File: config.mk
export PLATFORM = sky130hd
export DESIGN_NAME = merge_unit_2to1
export DESIGN_NICKNAME = d
export VERILOG_FILES = /design/src/rtl/merge_unit_2to1.sv
export SDC_FILE = /design/constraint.sdc
export NUM_CORES = 1
export LEC_CHECK = 0
export ABC_CLOCK_PERIOD_IN_PS = 4300
export CAP_MARGIN = 20
export CELL_PAD_IN_SITES_DETAIL_PLACEMENT = 0
export CELL_PAD_IN_SITES_GLOBAL_PLACEMENT = 1
export CORE_MARGIN = 2
export CORE_UTILIZATION = 29
export CTS_CLUSTER_SIZE = 25
export DETAILED_ROUTE_END_ITERATION = 10
export PLACE_DENSITY = 0.78
export SLEW_MARGIN = 5
export SYNTH_ARGS = -nofsm -noshare
export SYNTH_HDL_FRONTEND = slang
export SYNTH_SLANG_ARGS = --single-unit
File: constraint.sdc
create_clock -name clk -period 4.3 [get_ports clk]
set_clock_uncertainty 0.2 [all_clocks]
set_input_delay 0.645 -clock clk [delete_from_list [all_inputs] [get_ports clk]]
set_output_delay 0.645 -clock clk [all_outputs]
set_load 0.005 [all_outputs]
File: src/rtl/merge_unit_2to1.sv
// Two-input merger of ascending-sorted runs into one ascending-sorted run.
// FWFT pop handshakes on the inputs, one-entry registered output stage.
module merge_unit_2to1 #(
  parameter int KEY_WIDTH = 32,
  parameter int VAL_WIDTH = 32
) (
  input  logic                 clk,
  input  logic                 rst,
  input  logic [KEY_WIDTH-1:0] a_key,
  input  logic [VAL_WIDTH-1:0] a_val,
  input  logic                 a_last,
  input  logic                 a_data_vld,
  output logic                 a_read,
  input  logic [KEY_WIDTH-1:0] b_key,
  input  logic [VAL_WIDTH-1:0] b_val,
  input  logic                 b_last,
  input  logic                 b_data_vld,
  output logic                 b_read,
  output logic [KEY_WIDTH-1:0] m_key,
  output logic [VAL_WIDTH-1:0] m_val,
  output logic                 m_last,
  output logic                 m_data_vld,
  input  logic                 m_read,
  output logic [31:0]          run_cnt
);

  typedef enum logic [1:0] {
    MERGE   = 2'd0,
    DRAIN_A = 2'd1,
    DRAIN_B = 2'd2
  } state_t;

  state_t                 state_q, state_d;
  logic                   m_data_vld_q;
  logic [KEY_WIDTH-1:0]   m_key_q;
  logic [VAL_WIDTH-1:0]   m_val_q;
  logic                   m_last_q;
  logic [31:0]            run_cnt_q;

  logic out_ready;
  logic a_wins;
  logic pop_a, pop_b, pop_last;

  assign out_ready = !m_data_vld_q || m_read;
  assign a_wins    = (a_key <= b_key);  // ties go to A to keep the merge stable

  always_comb begin
    // NOTE: every signal gets a default before the case so no path leaves it unassigned (no latch).
    pop_a    = 1'b0;
    pop_b    = 1'b0;
    pop_last = 1'b0;
    state_d  = state_q;
    if (!rst && out_ready) begin
      case (state_q)
        MERGE: begin
          if (a_data_vld && b_data_vld) begin
            pop_a = a_wins;
            pop_b = !a_wins;
          end
          if (pop_a && a_last)      state_d = DRAIN_B;
          else if (pop_b && b_last) state_d = DRAIN_A;
        end
        DRAIN_A: begin
          pop_a    = a_data_vld;
          pop_last = a_last;
          if (pop_a && a_last) state_d = MERGE;
        end
        DRAIN_B: begin
          pop_b    = b_data_vld;
          pop_last = b_last;
          if (pop_b && b_last) state_d = MERGE;
        end
        default: state_d = MERGE;
      endcase
    end
  end

  assign a_read = pop_a;
  assign b_read = pop_b;

  // NOTE: sequential state uses non-blocking assignments so all registers update together at the edge.
  always_ff @(posedge clk or posedge rst) begin
    if (rst) begin
      state_q      <= MERGE;
      m_data_vld_q <= 1'b0;
      m_key_q      <= '0;
      m_val_q      <= '0;
      m_last_q     <= 1'b0;
      run_cnt_q    <= '0;
    end else begin
      state_q <= state_d;
      if (pop_a || pop_b) begin
        m_data_vld_q <= 1'b1;
        m_key_q      <= pop_a ? a_key : b_key;
        m_val_q      <= pop_a ? a_val : b_val;
        m_last_q     <= pop_last;
        if (pop_last) run_cnt_q <= run_cnt_q + 32'd1;
      end else if (m_read) begin
        m_data_vld_q <= 1'b0;
      end
    end
  end

  assign m_key      = m_key_q;
  assign m_val      = m_val_q;
  assign m_last     = m_last_q;
  assign m_data_vld = m_data_vld_q;
  assign run_cnt    = run_cnt_q;

endmodule

# Word-level counts from Yosys, hierarchy flattened
# Index checks and enable logic that the tools add are counted.
# totals
reg_bits,100
output_inout_bits,100
word_cells,49
# classes
addsub,1
n_lt_le_gt_ge,1
n_eq_ne,5
mux,21
n_reduce_logical,15
# op_table
op,n
$mux W32,2
$add A32 B1 Y32 const B,1
$le A32 B32 Y1,1
$mux W1,11
$mux W2,4
$logic_and A1 B1 Y1,6
$pmux W1 S2,3
$pmux W2 S3,1
$ne A2 B2 Y1 const B,2
$reduce_and A4 Y1,1
$logic_not A1 Y1,3
$ne A3 B3 Y1 const B,1
$eq A2 B1 Y1 const B,1
$eq A2 B2 Y1 const B,1
$logic_not A2 Y1,1
$logic_or A1 B1 Y1,2
$reduce_and A2 Y1,1
$reduce_bool A2 Y1,1

# Logic depth before layout (Yosys ltp)
# logic_depth
word_depth,9
mapped_depth,13
ltp_nobuf,10

# Worst setup path after synthesis
# OpenSTA, ideal clock, no wires.
# synth_timing
kind,in2reg
from,in rst
to,reg run_cnt_q[19] (netlist: run_cnt[19])
setup_time_ns,0.080
t_arrival_ns,4.526
t_required_ns,4.020
slack_ns,-0.506
cell_stages,9
path_buffers,1
cell_sequence,inv_1 -> nand2_1 -> nor3_4 -> and3_1 -> and2_1 -> buf_2 -> nand2_1 -> nor3_1 -> xnor2_1
# synth_via
elab_chain_len,5
word_cells_on_any_way,7
cone_classes,mux: 3; reduce/logical: 4
# synth_rtl
item,line,text
from (decl),8,"input logic rst,"
$logic_not A1 Y1 (no source line) (*),-,
$logic_and A1 B1 Y1 (*),53,if (!rst && out_ready) begin
$mux W1,53,
$logic_or A1 B1 Y1,92,if (pop_a || pop_b) begin
$reduce_and A2 Y1 (no source line) (*),-,
to (signal assigned),97,if (pop_last) run_cnt_q <= run_cnt_q + 32'd1;
to (decl),38,logic [31:0] run_cnt_q;
# Every way passes the cells marked *; elsewhere a longest branch is shown, timed or not.
# A chain may end at the register's enable or synchronous reset.

# Worst setup path after layout
# layout_timing
from,in b_key[5]
to,out a_read
# layout_via
elab_chain_len,6
# layout_rtl
item,line,text
from (decl),14,"input logic [KEY_WIDTH-1:0] b_key,"
$le A32 B32 Y1,45,assign a_wins = (a_key <= b_key);
$mux W1,56,if (a_data_vld && b_data_vld) begin
$mux W1,54,case (state_q)
$mux W1,53,
$pmux W1 S2,54,
$mux W1,53,
to (decl),13,"output logic a_read,"
# Every way passes these cells. The select of a mux whose other input is x is not followed.

==> impl_metrics.py <==
metrics = {
    "run": {
        "cap_violations": 0,
    },
    "power_and_ir_drop": {
        "static-leakage-power_nw": 3.473,
        "worst_ir_drop_vdd_uv": 252.9,
        "power.density_mw_per_mm2": 464.6,
    },
    "grt": {
        "grt_use_total_pct": 15.75,
        "pin_count_of_the_biggest_net_entering_global_routing": 102,
        "grt_pass1_wl_microns": 25180,
        "initial_antenna_violation_count": 1,
        "grt-ovfl-total": 0,
        "number_of_global_route_vias_before_repair": 4865,
    },
    "synth": {
        "seq_area_frac_synth_pct": 45.75,
        "synth_area_leader_cell": "dfrtp_1",
        "post_synth_most_frequent_cells": "dfrtp_1 (100), nand2_1 (60), inv_1 (41)",
        "synth_most_common_cell": "dfrtp_1",
        "synth_cell_type_count": 47,
        "warning_count_from_the_yosys_run": 0,
        "synthCells": 524,
        "synth_area_sq_mm": 0.005470,
        "async_flop_share_pct": 100.0,
        "ys_seq_elements": 100,
        "post_synth.cell_area_avg_sq_um": 10.44,
        "post_synth_main_area_contributors": "dfrtp_1 (46%), ha_1 (8.2%), mux2i_1 (6.8%), o221a_2 (5.6%), nand2_1 (4.1%)",
        "dominantRegCellSynth": "dfrtp_1",
        "synthDominantCellAreaShare_pct": 45.75,
        "synth-edff-count": 0,
        "post_synthesis_net_count": 695,
    },
    "timing": {
        "finalWorstPathRequiredPeriod_ps": 4184,
        "slew_headroom_pct": 42.02,
        "hold_violations": 0,
        "final.setup.tns_ps": 0,
        "worst-slew-pin-transition_ps": 869.7,
        "max_freq_mhz": 239.0,
        "timing_max_transition_violations_final": 0,
        "min_period_over_period_pct": 97.29,
        "fin_ws_ps": 116.4,
        "final-setup-viol-count": 0,
        "rsz0062_at_grt": "no",
    },
    "min_path": {
        "worstHoldPathType": "reg2reg",
    },
    "detailed_routing": {
        "wl_microns": 15740,
        "post-route-drc-count": 0,
        "num_vias": 4735,
        "firstDrtPassIters": 4,
        "drt_first_iter_violations": 137,
        "routed_wire_length_per_instance_microns": 15.82,
        "count_of_nets_left_with_antenna_violations_after_detail_routing": 0,
        "routed_via_density": 4.759,
    },
    "cells_and_area": {
        "design.final.nets": 927,
        "fin_area_sq_mm": 0.008335,
        "p_r_area_growth_vs_syn_pct": 52.38,
        "diodes": 0,
        "layout-drive-gt1-share_pct": 8.147,
    },
    "floorplanning": {
        "dieWidth_microns": 141.3,
        "count_of_boundary_i_o_pins": 235,
        "die_y_microns": 141.3,
        "die_area_sq_mm": 0.01998,
        "floorplan_core_area_sq_mm": 0.01858,
        "initial_core_util_pct": 29.44,
        "core.rowCount": 50,
    },
    "worst_setup_path": {
        "crit_path_top_delay_cell": "clkdlybuf4s50_1",
        "critPathLaunchType": "primary input",
        "path_common_cell": "clkdlybuf4s50_1",
        "worst-setup-path-type": "in2out",
        "worst_ep_required_time_ps": 3450,
        "slowest_stage_delay_cp_ps": 500,
        "crit_path_end_kind": "output pin",
        "highest_net_fanout_along_the_worst_path": 3,
        "timing.critical_path.cells": "clkdlybuf4s50_1 -> inv_1 -> ha_1 -> a21oi_1 -> o21ai_0 -> a221o_1 -> o31a_1 -> o21ai_2 -> a32o_4 -> clkdlybuf4s50_1",
        "worstPathArrival_ps": 3340,
    },
    "clock_tree": {
        "clock_insertion_delay_worst_skew_ps": 350,
        "clockBufferDepth": 2,
        "cts_root_buf": "clkbuf_16",
        "total_clock_sinks": 100,
        "cts_tree": "done",
        "h-tree-depth": 3,
        "inserted_clock_buffers": 9,
        "postCtsSetupBuffers": 0,
        "clk_pin_slew_ps": 80,
    },
    "place": {
        "dpl_worst_slack_ps": 76.09,
        "place_area_sq_mm": 0.008040,
        "place_congestion": 0.8077,
        "post-dp-hpwl_microns": 11700,
        "placement.io_buffers": 234,
    },
    "outcome": {
        "outcome": "complete, no violations",
    },
}
[final timing paths]
check                                             start                      end  slack [ps]  cells past startpoint
worst max register to register   state_q[1]$_DFFE_PP0P_  run_cnt[19]$_DFFE_PP0P_        1470                     10
max in group asynchronous                           rst     m_val[1]$_DFFE_PP0P_        1930                      4
min in group asynchronous                           rst    m_key[15]$_DFFE_PP0P_         370                      2
worst min register to register  run_cnt[31]$_DFFE_PP0P_  run_cnt[31]$_DFFE_PP0P_         280                      1
worst max-delay path                           b_key[5]                   a_read         120                     10
worst min-delay path            run_cnt[31]$_DFFE_PP0P_  run_cnt[31]$_DFFE_PP0P_         280                      1
[cell type report]
class | count | area [sq um]
fillers | 1836 | 10240
multi-input cells | 362 | 2676
flip-flops and latches | 100 | 2502
repair buffers | 242 | 2415
well taps | 234 | 292.8
clock buffers | 9 | 225.2
inverters | 41 | 157.7
clock inverters | 7 | 66.31
[layer usage]
layer	global-route usage (%)	wire length, microns	vias up
li1	-	-	2312
met1	19.67	6924	2241
met2	26.62	7357	167
met3	5.164	1287	13
met4	3.421	157	2
met5	0	13	-
[cell families (layout without fill, tap and decap cells)]
group / after synthesis / after routing / synth area share [%]
AO/OA/AOI/OAI: 105 / 105 / 14.16
multiplexers: 38 / 38 / 6.976
adder cells (fa/ha/maj): 36 / 36 / 8.234
AND/OR/NAND/NOR: 152 / 152 / 14.16
buffers and inverters: 62 / 299 / 5.764
XOR/XNOR: 31 / 31 / 4.963
flip-flops: 100 / 100 / 45.75
[worst max-delay path: cells and delay by family]
kind,cells,cell delay (ps)
AOI/OAI and AO/OA,6,1390
adders and majority gates,1,280
buffers and inverters,3,1030
[sequential cells by signal (all words and copies together) (netlist names)]
signal      cells
m_data_vld      1
m_key          32
run_cnt        32
state_q         2
m_last          1
m_val          32
[cell usage in the layout (no fill, tap or decap), types with 18 or more instances in the layout]
cell type and instances:
o221a_2 27, mux2i_1 37, xnor2_1 20, inv_1 40
dfrtp_1 100, clkdlybuf4s50_1 234, o21ai_0 18, nand2b_1 28
o21ai_1 24, ha_1 36, nand2_1 60
[repair_timing]
item	CTS	global route
hold buffers	0	0
setup endpoints to repair	0	1
hold endpoints to repair	0	0
resized for setup	0	1
[through the flow]
step                util (%)  power [W]  instances  hold slack [ps]
floorplan                  -   0.002149        524            268.3
global placement       43.27   0.003072        979            262.8
detailed placement     43.27   0.003090        979            269.2
CTS                    44.84   0.003935        995            283.7
global route           44.86   0.004124        995            295.3
finish                 44.86   0.003873        995            284.3
[power breakdown]
part	switching [W]	internal, W
combinational	0.000588	0.00102
clock	0.000407	0.000409
sequential	0.000185	0.00126
(Power assumes the default switching activity.)
